--- src/rtl/multicycle_decoder.sv ---
// Multi-cycle control sequencer for the ARM-subset processor.
// It latches the instruction fields on the fetch handshake and then walks
// FETCH/DECODE/EXEC/MEM/WB states. It drives the per-instruction strobes
// consumed by CondLogic, which applies the condition gating downstream.
// Every output is combinational from the state, the captured fields and
// MemReady. The outputs therefore hold steady while a memory access stalls.
`timescale 1ns/1ps

module multicycle_decoder (
    input  logic        CLK,
    input  logic        RESETn,
    input  logic [31:0] Instr,
    input  logic        MemReady,
    output logic        IRWrite,
    output logic        NextPC,
    output logic        AdrSrc,
    output logic        PCS,
    output logic        RegW,
    output logic        MemW,
    output logic        NoWrite,
    output logic [1:0]  FlagW,
    output logic [1:0]  ALUControl,
    output logic        ALUSrc,
    output logic [1:0]  ImmSrc,
    output logic [1:0]  RegSrc,
    output logic        MemtoReg,
    output logic        Undef,
    output logic [3:0]  State
);

    typedef enum logic [3:0] {
        S_FETCH  = 4'd0,
        S_DECODE = 4'd1,
        S_MEMADR = 4'd2,
        S_MEMRD  = 4'd3,
        S_MEMWB  = 4'd4,
        S_MEMWR  = 4'd5,
        S_EXECR  = 4'd6,
        S_EXECI  = 4'd7,
        S_ALUWB  = 4'd8,
        S_BRANCH = 4'd9
    } state_t;

    localparam logic [1:0] ALU_ADD = 2'b00;
    localparam logic [1:0] ALU_SUB = 2'b01;
    localparam logic [1:0] ALU_AND = 2'b10;
    localparam logic [1:0] ALU_ORR = 2'b11;

    localparam logic [1:0] IMM_8  = 2'b00;
    localparam logic [1:0] IMM_12 = 2'b01;
    localparam logic [1:0] IMM_24 = 2'b10;

    state_t      state_q;
    logic [1:0]  op_q;
    logic [5:0]  funct_q;
    logic [3:0]  rd_q;

    // Condition, Rn and the offset/operand field belong to the datapath.
    logic        unused_instr_bits;
    assign unused_instr_bits = ^{Instr[31:28], Instr[19:16], Instr[11:0]};

    // Decoded view of the captured fields
    logic [3:0]  cmd;
    logic        s_bit;
    logic        imm_bit;
    logic        up_bit;
    logic        load_bit;
    logic        rd_is_pc;

    assign cmd      = funct_q[4:1];
    assign s_bit    = funct_q[0];
    assign imm_bit  = funct_q[5];
    assign up_bit   = funct_q[3];
    assign load_bit = funct_q[0];
    assign rd_is_pc = (rd_q == 4'hF);

    logic        dp_valid;
    logic [1:0]  dp_alu;
    logic        dp_nowrite;
    logic        dp_arith;
    logic        instr_undef;

    assign State = state_q;

    // Capture Op/Funct/Rd only on the fetch handshake edge.
    // NOTE: the field register gets an explicit reset. Its contents feed
    // the output decode, so it must be deterministic straight out of reset.
    always_ff @(posedge CLK or negedge RESETn) begin
        if (!RESETn) begin
            op_q    <= 2'b00;
            funct_q <= 6'b000000;
            rd_q    <= 4'b0000;
        end else if (IRWrite) begin
            op_q    <= Instr[27:26];
            funct_q <= Instr[25:20];
            rd_q    <= Instr[15:12];
        end
    end

    // Decode the data-processing command into ALU op, compare flag and flag class.
    // NOTE: every signal gets a default before the case statement. Any path
    // that skips an assignment would otherwise infer a latch.
    always_comb begin
        dp_valid   = 1'b1;
        dp_alu     = ALU_ADD;
        dp_nowrite = 1'b0;
        dp_arith   = 1'b1;
        case (cmd)
            4'b0100: dp_alu = ALU_ADD;
            4'b0010: dp_alu = ALU_SUB;
            4'b0000: begin
                dp_alu   = ALU_AND;
                dp_arith = 1'b0;
            end
            4'b1100: begin
                dp_alu   = ALU_ORR;
                dp_arith = 1'b0;
            end
            4'b1010: begin
                dp_alu     = ALU_SUB;
                dp_nowrite = 1'b1;
            end
            4'b1011: begin
                dp_alu     = ALU_ADD;
                dp_nowrite = 1'b1;
            end
            default: dp_valid = 1'b0;
        endcase
    end

    assign instr_undef = (op_q == 2'b11) || ((op_q == 2'b00) && !dp_valid);

    // Next-state sequencing. Illegal codes fall back to FETCH.
    // NOTE: state updates use non-blocking assignment, so every flop
    // samples the pre-edge values regardless of statement order.
    always_ff @(posedge CLK or negedge RESETn) begin
        if (!RESETn) begin
            state_q <= S_FETCH;
        end else begin
            case (state_q)
                S_FETCH: begin
                    if (MemReady) state_q <= S_DECODE;
                end
                S_DECODE: begin
                    if (instr_undef) begin
                        state_q <= S_FETCH;
                    end else begin
                        case (op_q)
                            2'b00:   state_q <= imm_bit ? S_EXECI : S_EXECR;
                            2'b01:   state_q <= S_MEMADR;
                            2'b10:   state_q <= S_BRANCH;
                            default: state_q <= S_FETCH;
                        endcase
                    end
                end
                S_MEMADR: state_q <= load_bit ? S_MEMRD : S_MEMWR;
                S_MEMRD: begin
                    if (MemReady) state_q <= S_MEMWB;
                end
                S_MEMWR: begin
                    if (MemReady) state_q <= S_FETCH;
                end
                S_EXECR:  state_q <= S_ALUWB;
                S_EXECI:  state_q <= S_ALUWB;
                S_MEMWB:  state_q <= S_FETCH;
                S_ALUWB:  state_q <= S_FETCH;
                S_BRANCH: state_q <= S_FETCH;
                default:  state_q <= S_FETCH;
            endcase
        end
    end

    // Per-state strobes and datapath selects. Anything not named for a state stays 0.
    always_comb begin
        IRWrite    = 1'b0;
        NextPC     = 1'b0;
        AdrSrc     = 1'b0;
        PCS        = 1'b0;
        RegW       = 1'b0;
        MemW       = 1'b0;
        NoWrite    = 1'b0;
        FlagW      = 2'b00;
        ALUControl = ALU_ADD;
        ALUSrc     = 1'b0;
        ImmSrc     = IMM_8;
        RegSrc     = 2'b00;
        MemtoReg   = 1'b0;
        Undef      = 1'b0;
        case (state_q)
            S_FETCH: begin
                IRWrite = MemReady;
                NextPC  = MemReady;
            end
            S_DECODE: begin
                Undef = instr_undef;
            end
            S_MEMADR: begin
                ALUControl = up_bit ? ALU_ADD : ALU_SUB;
                ALUSrc     = 1'b1;
                ImmSrc     = IMM_12;
                RegSrc[1]  = !load_bit;
            end
            S_MEMRD: begin
                // Keep the address selects stable for the whole access
                ALUControl = up_bit ? ALU_ADD : ALU_SUB;
                ALUSrc     = 1'b1;
                ImmSrc     = IMM_12;
                AdrSrc     = 1'b1;
            end
            S_MEMWB: begin
                RegW     = 1'b1;
                MemtoReg = 1'b1;
                PCS      = rd_is_pc;
            end
            S_MEMWR: begin
                ALUControl = up_bit ? ALU_ADD : ALU_SUB;
                ALUSrc     = 1'b1;
                ImmSrc     = IMM_12;
                AdrSrc     = 1'b1;
                RegSrc[1]  = 1'b1;
                MemW       = MemReady;
            end
            S_EXECR: begin
                ALUControl = dp_alu;
                ALUSrc     = 1'b0;
            end
            S_EXECI: begin
                ALUControl = dp_alu;
                ALUSrc     = 1'b1;
                ImmSrc     = IMM_8;
            end
            S_ALUWB: begin
                // Operand selects are held so the ALU result stays valid for write-back
                ALUControl = dp_alu;
                ALUSrc     = imm_bit;
                RegW       = 1'b1;
                NoWrite    = dp_nowrite;
                PCS        = rd_is_pc && !dp_nowrite;
                if (s_bit) FlagW = dp_arith ? 2'b11 : 2'b10;
            end
            S_BRANCH: begin
                ALUControl = ALU_ADD;
                ALUSrc     = 1'b1;
                ImmSrc     = IMM_24;
                RegSrc[0]  = 1'b1;
                PCS        = 1'b1;
            end
            default: ;
        endcase
    end

endmodule
--- config.mk ---
export PLATFORM = sky130hd
export DESIGN_NAME = multicycle_decoder
export DESIGN_NICKNAME = d
export VERILOG_FILES = /design/src/rtl/multicycle_decoder.sv
export SDC_FILE = /design/constraint.sdc
export NUM_CORES = 1
export LEC_CHECK = 0
export CAP_MARGIN = 10
export CORE_AREA = 2 2 55 57
export DETAILED_ROUTE_END_ITERATION = 8
export DIE_AREA = 0 0 57 59
export PLACE_DENSITY = 0.76
export SYNTH_ARGS = -nofsm -noshare
export SYNTH_HDL_FRONTEND = slang
export SYNTH_SLANG_ARGS = --single-unit
--- constraint.sdc ---
create_clock -name CLK -period 1.9 [get_ports CLK]
set_input_delay 0.38 -clock CLK [delete_from_list [all_inputs] [get_ports CLK]]
set_output_delay 0.38 -clock CLK [all_outputs]
set_load 0.01 [all_outputs]
==> impl_results.md, run 1 <==
* Area leader, netlist: dfrtp_1
* Clk buf depth at 2
* Share of layout cells above drive strength 1 at 55.4%
* Worst Path Class, Setup: reg2out
* Max-slew headroom at 80.0%
* Cell total after placement at roughly 190
* Max-cap violations at 0
* Buffers and inverters on the worst path at 2
* DRC Markers at 0
* Die Ht at approximately 59 um
* Violation count after the first detailed-route iteration at 19
* Pleak at 0.849 nW
* Status: finished with violations
* Failing checks: negative setup slack
* Pre-antenna DRT Iters at 4
* Min Clock Period, post-route at 2.11 ns
* Crit-path max cell delay at about 0.37 ns
* CP endpoint kind: output port
* Req. time, crit path at 1.52 ns
* Die X-Extent at 57 um
* Fin util at 66.6%
* Top-count cell post-synth: dfrtp_1
* Number of synthesis warnings at 0
* I/O Pins at 57
* Pwr Total at between 2 and 3 mW
* Root Buffer: clkbuf_4
* Main synth FF type: dfrtp_1
* Total Wirelength at 3.10 mm
* Final net count at ~210
* Global route overflow at 0
* Compound-Gate Fraction of Synth Area at 14.2%
* R2R cell count at 5
* Finished Cell Area at 0.00180 sq mm
* Largest net degree at the start of global routing at 17
* Post-DRT Antenna Nets at 0
* Power Density at about 1600 mW/mm^2
* Post-synthesis cell area at slightly below 0.001 sq mm
* Unrepaired setup endpoints after global routing: yes
* Final Non-Filler Cells at 206
* Avg Inst Size Synth at 9.47 sq um
* Commonest cells in the netlist: dfrtp_1, mux2_2, a21oi_1
* Mux contribution to synthesized area at 15.2%
* RR Endpoint: rd_q[1]
* ANT cells at 0
* CP Max Fanout at 4
* Peak supply drop at 1070 uV
* Core ar. at 0.00271 sq mm
* DP HPWL at 2.17 mm
* Total CTS buffers at 3
* Async S/R FF share, synth at 100%
* Wire length of the first global-routing pass at approximately 4.6 mm
* Initial antenna violation count at 0
* # setup viols final at 7
* Share of the synthesized area in the top cell type at 41.5%
* Slew Limit Fails at 0
* Worst skew pair latency at about 0.28 ns
* Max frequency at 474 MHz
* Sequential-to-total area share from yosys stat at between 40% and 50%
* WL per Instance at 15.1 um
* Synth cell types at 34
* Worst path top cell family by delay: compound AO/OA/AOI/OAI gates
* CTS tree: yes
* WL met2 at ~1.7 mm
* Adder-cell share of the synthesized area at 0%
* DP Worst Slack at -0.350 ns
* Worst Max-Slew Pin Slew at 0.296 ns
* Top layer in use: met4
* Setup TNS Final at -0.631 ns
* Vias in the first global route at 1,056
* Post-synth EDFFs at 0
* Vias per cell at 5.13
* Synthesized Nets at around 140
* Routed wl met3 at 163 um
* Slack of the critical path at -0.208 ns
* # rows at 19
* Crit start category: flop
* Largest family of logic cells by synthesized area: simple AND/OR/NAND/NOR gates
* R2r setup slk at roughly 0.38 ns
* Cells along the critical path: buf_6 -> nor2_2 -> o31a_1 -> or3_1 -> a21oi_1 -> buf_2
* # clock sinks at 16
* Die ar. at 0.00336 sq mm
* Final hold violations at 0
* Port bufs at 36
* DP Area at 0.00155 sq mm
* Crit path DAT at around 1.7 ns
* GRT Total Usage at between 15 and 20%
* Setup Skew at between 0.003 and 0.004 ns
* DR vias at 1,057
* Synth Area in XOR/XNOR at 1.81%
* Slowest CP cell: dfrtp_1
* P&R area growth vs syn at 86.8%
* Worst-path clk slew at approximately 0.09 ns
* Hold buffer count at CTS at 0
* Mapped Cells at a little over 100
* M1 WL at 1.19 mm
* Hold Crit Class: in2async
* Synth area leaders: dfrtp_1, mux2_2, mux2_1
* Simple-Gate Fraction of Synth Area at between 20% and 30%
* Fin crit share at 111%
* Initial core utilization at around 36%
* H-tree depth at 1
* Final Hold Slack at 0.411 ns
* Worst r2r src: State[0]
* FF+latch count, synth at 16
* GP Congestion at 0.769
[report_power, final]
| part | switching, mW | internal, mW | total [mW] | leakage (nW) |
|---|---|---|---|---|
| logic | 0.904 | 1.17 | 2.07 | 0.638 |
| registers | 0.145 | 0.516 | 0.661 | 0.189 |
| clock network | 0.103 | 0.117 | 0.219 | 0.0210 |
[layout make-up]
type                       count  area [sq um]
fill                         214           906
timing repair buffer          77           686
multi-input combinational     75           628
sequential                    16           404
tap                           31          38.8
clock buffer                   4          36.3
inverter                       3          11.3
[flip-flops by register name, indices dropped and copies added (netlist names)]
signal   cells
rd_q         4
State        4
funct_q      6
op_q         2
[placed cells by master, fill, tap and decap left out, drive strengths merged, types with 3 or more instances in the layout]
cell and count:
nor3 4, and2 3, nor2 7, clkdlybuf4s50 16, nand2 6, clkdlybuf4s15 5
mux2 13, buf 54, nand2b 4, o21ai 3, a21oi 8, clkbuf 4
nor2b 3, inv 3, dfrtp 16
[repair_timing]
action / CTS / global route
setup endpoints to repair: 18 / 18
hold endpoints to repair: 0 / 0
pin swaps: 6 / 15
gates cloned: 0 / 0
resized for setup: 83 / 35
setup buffers: 7 / 6
[cells by family after synthesis]
| family | count (synthesis) |
|---|---|
| compound gates | 21 |
| xor+xnor | 2 |
| buf+inv | 11 |
| flops | 16 |
| mux | 13 |
| simple gates | 39 |
[metal layers]
metal	track usage [%]	vias up
li1	-	513
met1	20.4	498
met2	33.2	38
met3	1.75	8
met4	7.31	0
met5	0	-
[how the worst max path moves through the flow]
stage                          start  endpoint  slack, ns  cells after the start
after floorplan           funct_q[4]     Undef       0.13                      4
after global placement    funct_q[4]     Undef      -0.35                      5
after detailed placement  funct_q[4]     Undef      -0.35                      5
after CTS                 funct_q[4]     Undef      -0.22                      6
after global routing      funct_q[4]     Undef      -0.28                      6
final                     funct_q[4]     Undef      -0.21                      6
[worst reg2reg max path: cells and delay by family (launching register included)]
| kind | cells | cell delay [ns] |
|---|---|---|
| multiplexers | 1 | 0.34 |
| flip-flops | 1 | 0.46 |
| AND/OR/NAND/NOR | 2 | 0.22 |
| buffers and inverters | 2 | 0.39 |
Note: power is estimated with default switching activity, not from simulation.
==> run 2: changes to the inputs <==
--- a/config.mk
+++ b/config.mk
@@ -6,10 +6,10 @@
 export NUM_CORES = 1
 export LEC_CHECK = 0
 export CAP_MARGIN = 10
-export CORE_AREA = 2 2 55 57
+export CORE_AREA = 2 2 45 68
 export DETAILED_ROUTE_END_ITERATION = 8
-export DIE_AREA = 0 0 57 59
-export PLACE_DENSITY = 0.76
+export DIE_AREA = 0 0 47 70
+export PLACE_DENSITY_LB_ADDON = 0.15
 export SYNTH_ARGS = -nofsm -noshare
 export SYNTH_HDL_FRONTEND = slang
 export SYNTH_SLANG_ARGS = --single-unit
==> run 2 against run 1 <==
  * The run still ends with negative setup slack left
  * Power down 4.4%
  * Clock power up 35%
  * Final area down 5.0%
  * First-iteration DRC count up 68%
  * Sequential power down 3.6%
==> impl_results.md, run 2 (synthesis gave the netlist of run 1 again) <==
* Storage cell area at 403 sq um
* GRT Total Usage at 17.4%
* Core ar. at 0.00276 sq mm
* Worst Path Class, Setup: reg2out
* Max-cap violations at 0
* Initial antenna violation count at 0
* H-tree depth at 1
* Final net count at between 200 and 250
* Setup TNS Final at -0.170 ns
* # clock sinks at 16
* Part of the power in registers at 22.6%
* Setup Skew at 0.00447 ns
* Root Buffer: clkbuf_8
* CP endpoint kind: output port
* CTS tree: yes
* Switching Fraction at between 30 and 40%
* Combinational fraction of design power at 66.9%
* Fin crit share at 109%
* ANT cells at 0
* Max frequency at 483 MHz
* Crit path DAT at 1.69 ns
* DRC Markers at 0
* Internal power at 1.77 mW
* DR vias at roughly 1,000
* Die Ht at ~70 um
* Status: finished with violations
* Pleak at 0.791 nW
* Worst-path clk slew at roughly 0.060 ns
* Wire length of the first global-routing pass at 4.20 mm
* Slew Limit Fails at 0
* Unrepaired setup endpoints after global routing: yes
* Post-DRT Antenna Nets at 0
* Psw at 1.05 mW
* Peak supply drop at 1060 uV
* Share of layout cells above drive strength 1 at 50.9%
* Max reg flops at 6
* Total Wirelength at between 2 and 3 mm
* # rows at 24
* Commonest cells after routing, fill and taps aside: buf_4, clkdlybuf4s50_1, dfrtp_1, mux2_2, buf_2
* Max-slew headroom at 83.8%
* Hold buffer count at CTS at 0
* Worst Max-Slew Pin Slew at about 0.24 ns
* Pre-antenna DRT Iters at 4
* Port bufs at 36
* Initial core utilization at 35.0%
* Clk buf depth at 2
* # setup viols final at 1
* P&R area growth vs syn at 77.5%
* Worst skew pair latency at about 0.25 ns
* Commonest non-fill, non-tap cell in the layout: buf_4
* I/O Pins at 57
* Min Clock Period, post-route at 2.07 ns
* Final Hold Slack at 0.440 ns
* Multi-input combinational cell area at 603 sq um
* Failing checks: negative setup slack
* Fill cell count at 246
* Global route overflow at 0
* Req. time, crit path at 1.52 ns
* Hold Crit Class: in2async
* Reg with most FFs: funct_q
* Vias in the first global route at roughly 940
* Vias per cell at 4.79
* GP Congestion at 0.869
* Die X-Extent at 47 um
* Final hold violations at 0
* DP HPWL at 2.05 mm
* Violation count after the first detailed-route iteration at 32
* Clock Power Share at 10.5%
* Power Density at 1650 mW/mm^2
* Total CTS buffers at 3
* Die ar. at roughly 0.0033 sq mm
* Fin util at between 60% and 70%
* CP Max Fanout at 2
* Crit start category: flop
* Slack of the critical path at -0.170 ns
* WL per Instance at around 12 um
* Largest net degree at the start of global routing at 17
[run 2: cell count changes in the layout (fill, tap and decap cells not counted), sizes merged]
| cell | previous run | this run |
|---|---|---|
| buf | 54 | 46 |
| clkbuf | 4 | 8 |
| clkdlybuf4s15 | 5 | 3 |
| clkdlybuf4s50 | 16 | 18 |
| dlygate4sd2 | 0 | 2 |
| dlymetal6s2s | 2 | 0 |
[run 2: per-layer routing]
metal	part of all wire [%]	global-route usage, %
met1	38	20.7
met2	57	28.5
met3	4.1	2.33
met4	0.92	9.26
met5	0	0
[run 2: through the flow]
stage	total power, mW	setup WS [ns]	instance area, sq um	std cells
final	2.82	-0.170	1710	210
after global routing	3.02	-0.226	1710	210
after CTS	2.68	-0.176	1650	205
after detailed placement	2.34	-0.373	1570	201
after global placement	2.31	-0.353	1570	201
after floorplan	1.46	0.129	966	102
[run 2: area by class of cell]
class,instances,share of cell area (%)
Multi-Input combinational cell,75,35.2
Timing Repair Buffer,73,34.6
Sequential cell,16,23.5
Clock buffer,4,3.21
Tap cell,39,2.85
Inverter,3,0.657
[run 2: power groups by stage]
stage	combinational (mW)	clock, mW	sequential [mW]
finish	1.89	0.296	0.637
global placement	1.69	0	0.616
floorplan	0.810	0	0.649
CTS	1.74	0.304	0.634
detailed placement	1.71	0	0.623
global route	2.04	0.316	0.665
[run 2: critical path, stage by stage (launching register included)]
cell and delay, ns:
dfrtp_1 0.38, and2_4 0.16, o31a_1 0.29, or3_4 0.34, a21oi_2 0.13, buf_2 0.14
[run 2: repair_timing]
action,CTS,global route
buffers inserted,0,5
endpoints found under the setup margin,18,17
gates cloned,0,0
resized for setup,63,23
pin swaps,3,3
[run 2: worst paths after layout]
check	startpoint	to	slack, ns	depth (start not counted)
hold / removal	RESETn	funct_q[3]	0.44	2
setup reg to reg	State[3]	rd_q[0]	0.34	6
min in group CLK	rd_q[3]	rd_q[3]	0.50	1
max in group asynchronous	RESETn	State[0]	1.26	2
hold reg to reg	rd_q[3]	rd_q[3]	0.50	1
setup / recovery	funct_q[4]	Undef	-0.17	5
==> RTL change (config.mk and constraints of run 2) <==
Put a register stage on the output `FlagW`, with the module's reset. The value now appears one clock later. The other outputs are not delayed to match.
--- a/src/rtl/multicycle_decoder.sv
+++ b/src/rtl/multicycle_decoder.sv
@@ -52,2 +52,4 @@
 
+    logic [1:0] FlagW_d;
+
     state_t      state_q;
@@ -181,3 +183,3 @@
         NoWrite    = 1'b0;
-        FlagW      = 2'b00;
+        FlagW_d    = 2'b00;
         ALUControl = ALU_ADD;
@@ -238,3 +240,3 @@
                 PCS        = rd_is_pc && !dp_nowrite;
-                if (s_bit) FlagW = dp_arith ? 2'b11 : 2'b10;
+                if (s_bit) FlagW_d = dp_arith ? 2'b11 : 2'b10;
             end
@@ -251,2 +253,10 @@
 
+    always_ff @(posedge CLK or negedge RESETn) begin
+        if (!RESETn) begin
+            FlagW <= '0;
+        end else begin
+            FlagW <= FlagW_d;
+        end
+    end
+
 endmodule
Check against the original RTL: not equivalent (a bounded check fails within 4 cycles, from zero or initial values and one cycle with RESETn low).
==> RTL change against run 2 <==
The flow still finishes with violations (setup timing); sequential cell count up 2; cell area up 13%; total power up 16%; routed wire length up 27%; synthesized cell count unchanged; first-iteration DRC count down 56%; worst hold slack better by 8.1 ps; non-clock buffer count up 14; worst setup slack better by 110 ps; synthesized area up 13%; critical path type unchanged; largest cell class is now buffers; highest routed layer unchanged.
==> RTL change: results (changes against run 2) <==
** Outcome
- Outcome :: finished with violations (unchanged)
- Violations in the final reports :: setup timing (unchanged)

** Finish
- Non-CTS inverters :: 4 (was 3)
- Layout cells sized above 1 :: 57.22% (was 50.88%)
- Synthesis-to-finish area growth :: 77.12% (was 77.46%)
- Number of fill cells in the layout :: 215 (was 246)
- The relative area of non-clock buffer cells in the final design came to 36.43% (was 34.60%).
- Area taken by flip-flops and latches :: 455.4 µm² (was 402.9 µm²)
- Net count of the finished layout :: 223 (was 207)
- The layout multi-input combinational cell count came to 74 (was 75).
- Number of clock buffers in the layout :: 4 (unchanged)

** Critical path
- The cell type of the slowest stage on the worst timing path is sky130_fd_sc_hd__dfrtp_2 (was sky130_fd_sc_hd__dfrtp_1).
- Largest fanout of any net on the critical path :: 5 (was 2)
- Maximum single-stage delay on the critical path :: 450 ps (was 380 ps)

** Synth
- The average size of a mapped cell is 10.72 µm² (was 9.470 µm²).
- The sequential fraction of the synthesis area was 41.19% (was 41.45%).
- Most used standard cells in the synthesized netlist :: sky130_fd_sc_hd__dfrtp_1, sky130_fd_sc_hd__mux2_4, sky130_fd_sc_hd__a21oi_1 (was sky130_fd_sc_hd__dfrtp_1, sky130_fd_sc_hd__mux2_2, sky130_fd_sc_hd__a21oi_1)
- The synthesized flop and latch total came to 18 (was 16).
- Ranking of synthesized cells by area :: sky130_fd_sc_hd__dfrtp_1, sky130_fd_sc_hd__mux2_4, sky130_fd_sc_hd__mux2_2 (was sky130_fd_sc_hd__dfrtp_1, sky130_fd_sc_hd__mux2_2, sky130_fd_sc_hd__mux2_1)

** Timing
- The final setup skew was 7.000 ps (was 4.475 ps).
- Total of endpoints with negative setup slack in the final report :: 5 (was 1)
- Post-route worst setup slack :: -58.22 ps (was -169.7 ps)
- Worst slew margin relative to its limit :: 79.47% (was 83.80%)

** Placed design
- The instance area after placement came to 0.001695 mm² (was 0.001573 mm²).
- Cell count after placement :: 205 (was 201)
- Final weighted congestion in routability-driven placement :: 0.9255 (was 0.8694)
- Post-Place Worst Slack :: -233.8 ps (was -373.4 ps)
- Half-perimeter wire length after detailed placement :: 2288 µm (was 2050 µm)

** GRT
- The met1 capacity usage during global routing was 24.08% (was 20.70%).
- The largest net degree at the start of global routing is 19 (was 17).
- Global-route met2 utilization :: 37.14% (was 28.46%)
- The global-route usage over all layers came to 21.23% (was 17.36%).
- The first-pass GRT wire length was 5057 µm (was 4195 µm).
- Global-route track usage on met3 :: 3.101% (was 2.326%)

** Drt
- The number of vias per cell was 5.058 (was 4.786).
- Vias :: 1,143 (was 1,005)
- Number of violations reported at the end of detailed-routing iteration 0 :: 14 (was 32)
- The post-detailed-routing wire length is 3328 µm (was 2622 µm).

** Power
- The largest vdd supply drop came to 1.034 mV (was 1.056 mV).
- Leakage :: 0.9505 nW (was 0.7909 nW)

** CTS
- The clock latency at the later pin of the worst-skew pair is 270 ps (was 250 ps).

** Min path
- Worst hold-check path type :: in -> async (unchanged)
## RTL change: cell types whose count changed after synthesis, moves of 2 or more
cell                       before  now
sky130_fd_sc_hd__buf_2          4    0
sky130_fd_sc_hd__buf_6          0    3
sky130_fd_sc_hd__clkbuf_1       2    0
sky130_fd_sc_hd__dfrtp_1       16   18
sky130_fd_sc_hd__mux2_1         4    0
sky130_fd_sc_hd__mux2_2         9    4
sky130_fd_sc_hd__mux2_4         0    9
sky130_fd_sc_hd__nand2b_1       4    2
sky130_fd_sc_hd__nor2b_1        3    1
## RTL change: report_power, final
group	internal, mW	total [mW]	switching, mW	leakage [nW]
registers	0.567	0.767	0.200	0.216
logic	1.26	2.19	0.933	0.706
clock network	0.185	0.324	0.139	0.0288
total	2.01	3.28	1.27	0.951
## RTL change: worst paths after layout
kind	startpoint	to	slack, ps
max	State[3]	PCS	-60
min reg2reg	rd_q[3]	rd_q[3]	530
min	RESETn	funct_q[3]	450
max reg2reg	State[3]	rd_q[1]	400
min in group CLK	rd_q[3]	rd_q[3]	530
max in group asynchronous	RESETn	State[2]	1230
## RTL change: timing repair
item	4_1_cts	5_1_grt
hold buffers	0	0
setup buffers	13	4
endpoints found under the setup margin	17	16
resized for setup	60	29
hold endpoints to repair	0	0
pin swaps	5	6
## RTL change: cell families (layout without fill, tap and decap cells)
family	after synthesis	after routing	synth area share (%)
flops	18	18	41.19
compound gates	21	21	12.70
mux	13	13	16.48
simple gates	38	38	20.94
xor+xnor	2	2	1.602
buf+inv	10	95	7.093
## RTL change: metal layers
layer	wire length, µm	share of wire (%)
met3	122	3.7
met1	1210	36
met2	1917	58
met4	77	2.3
met5	0	0
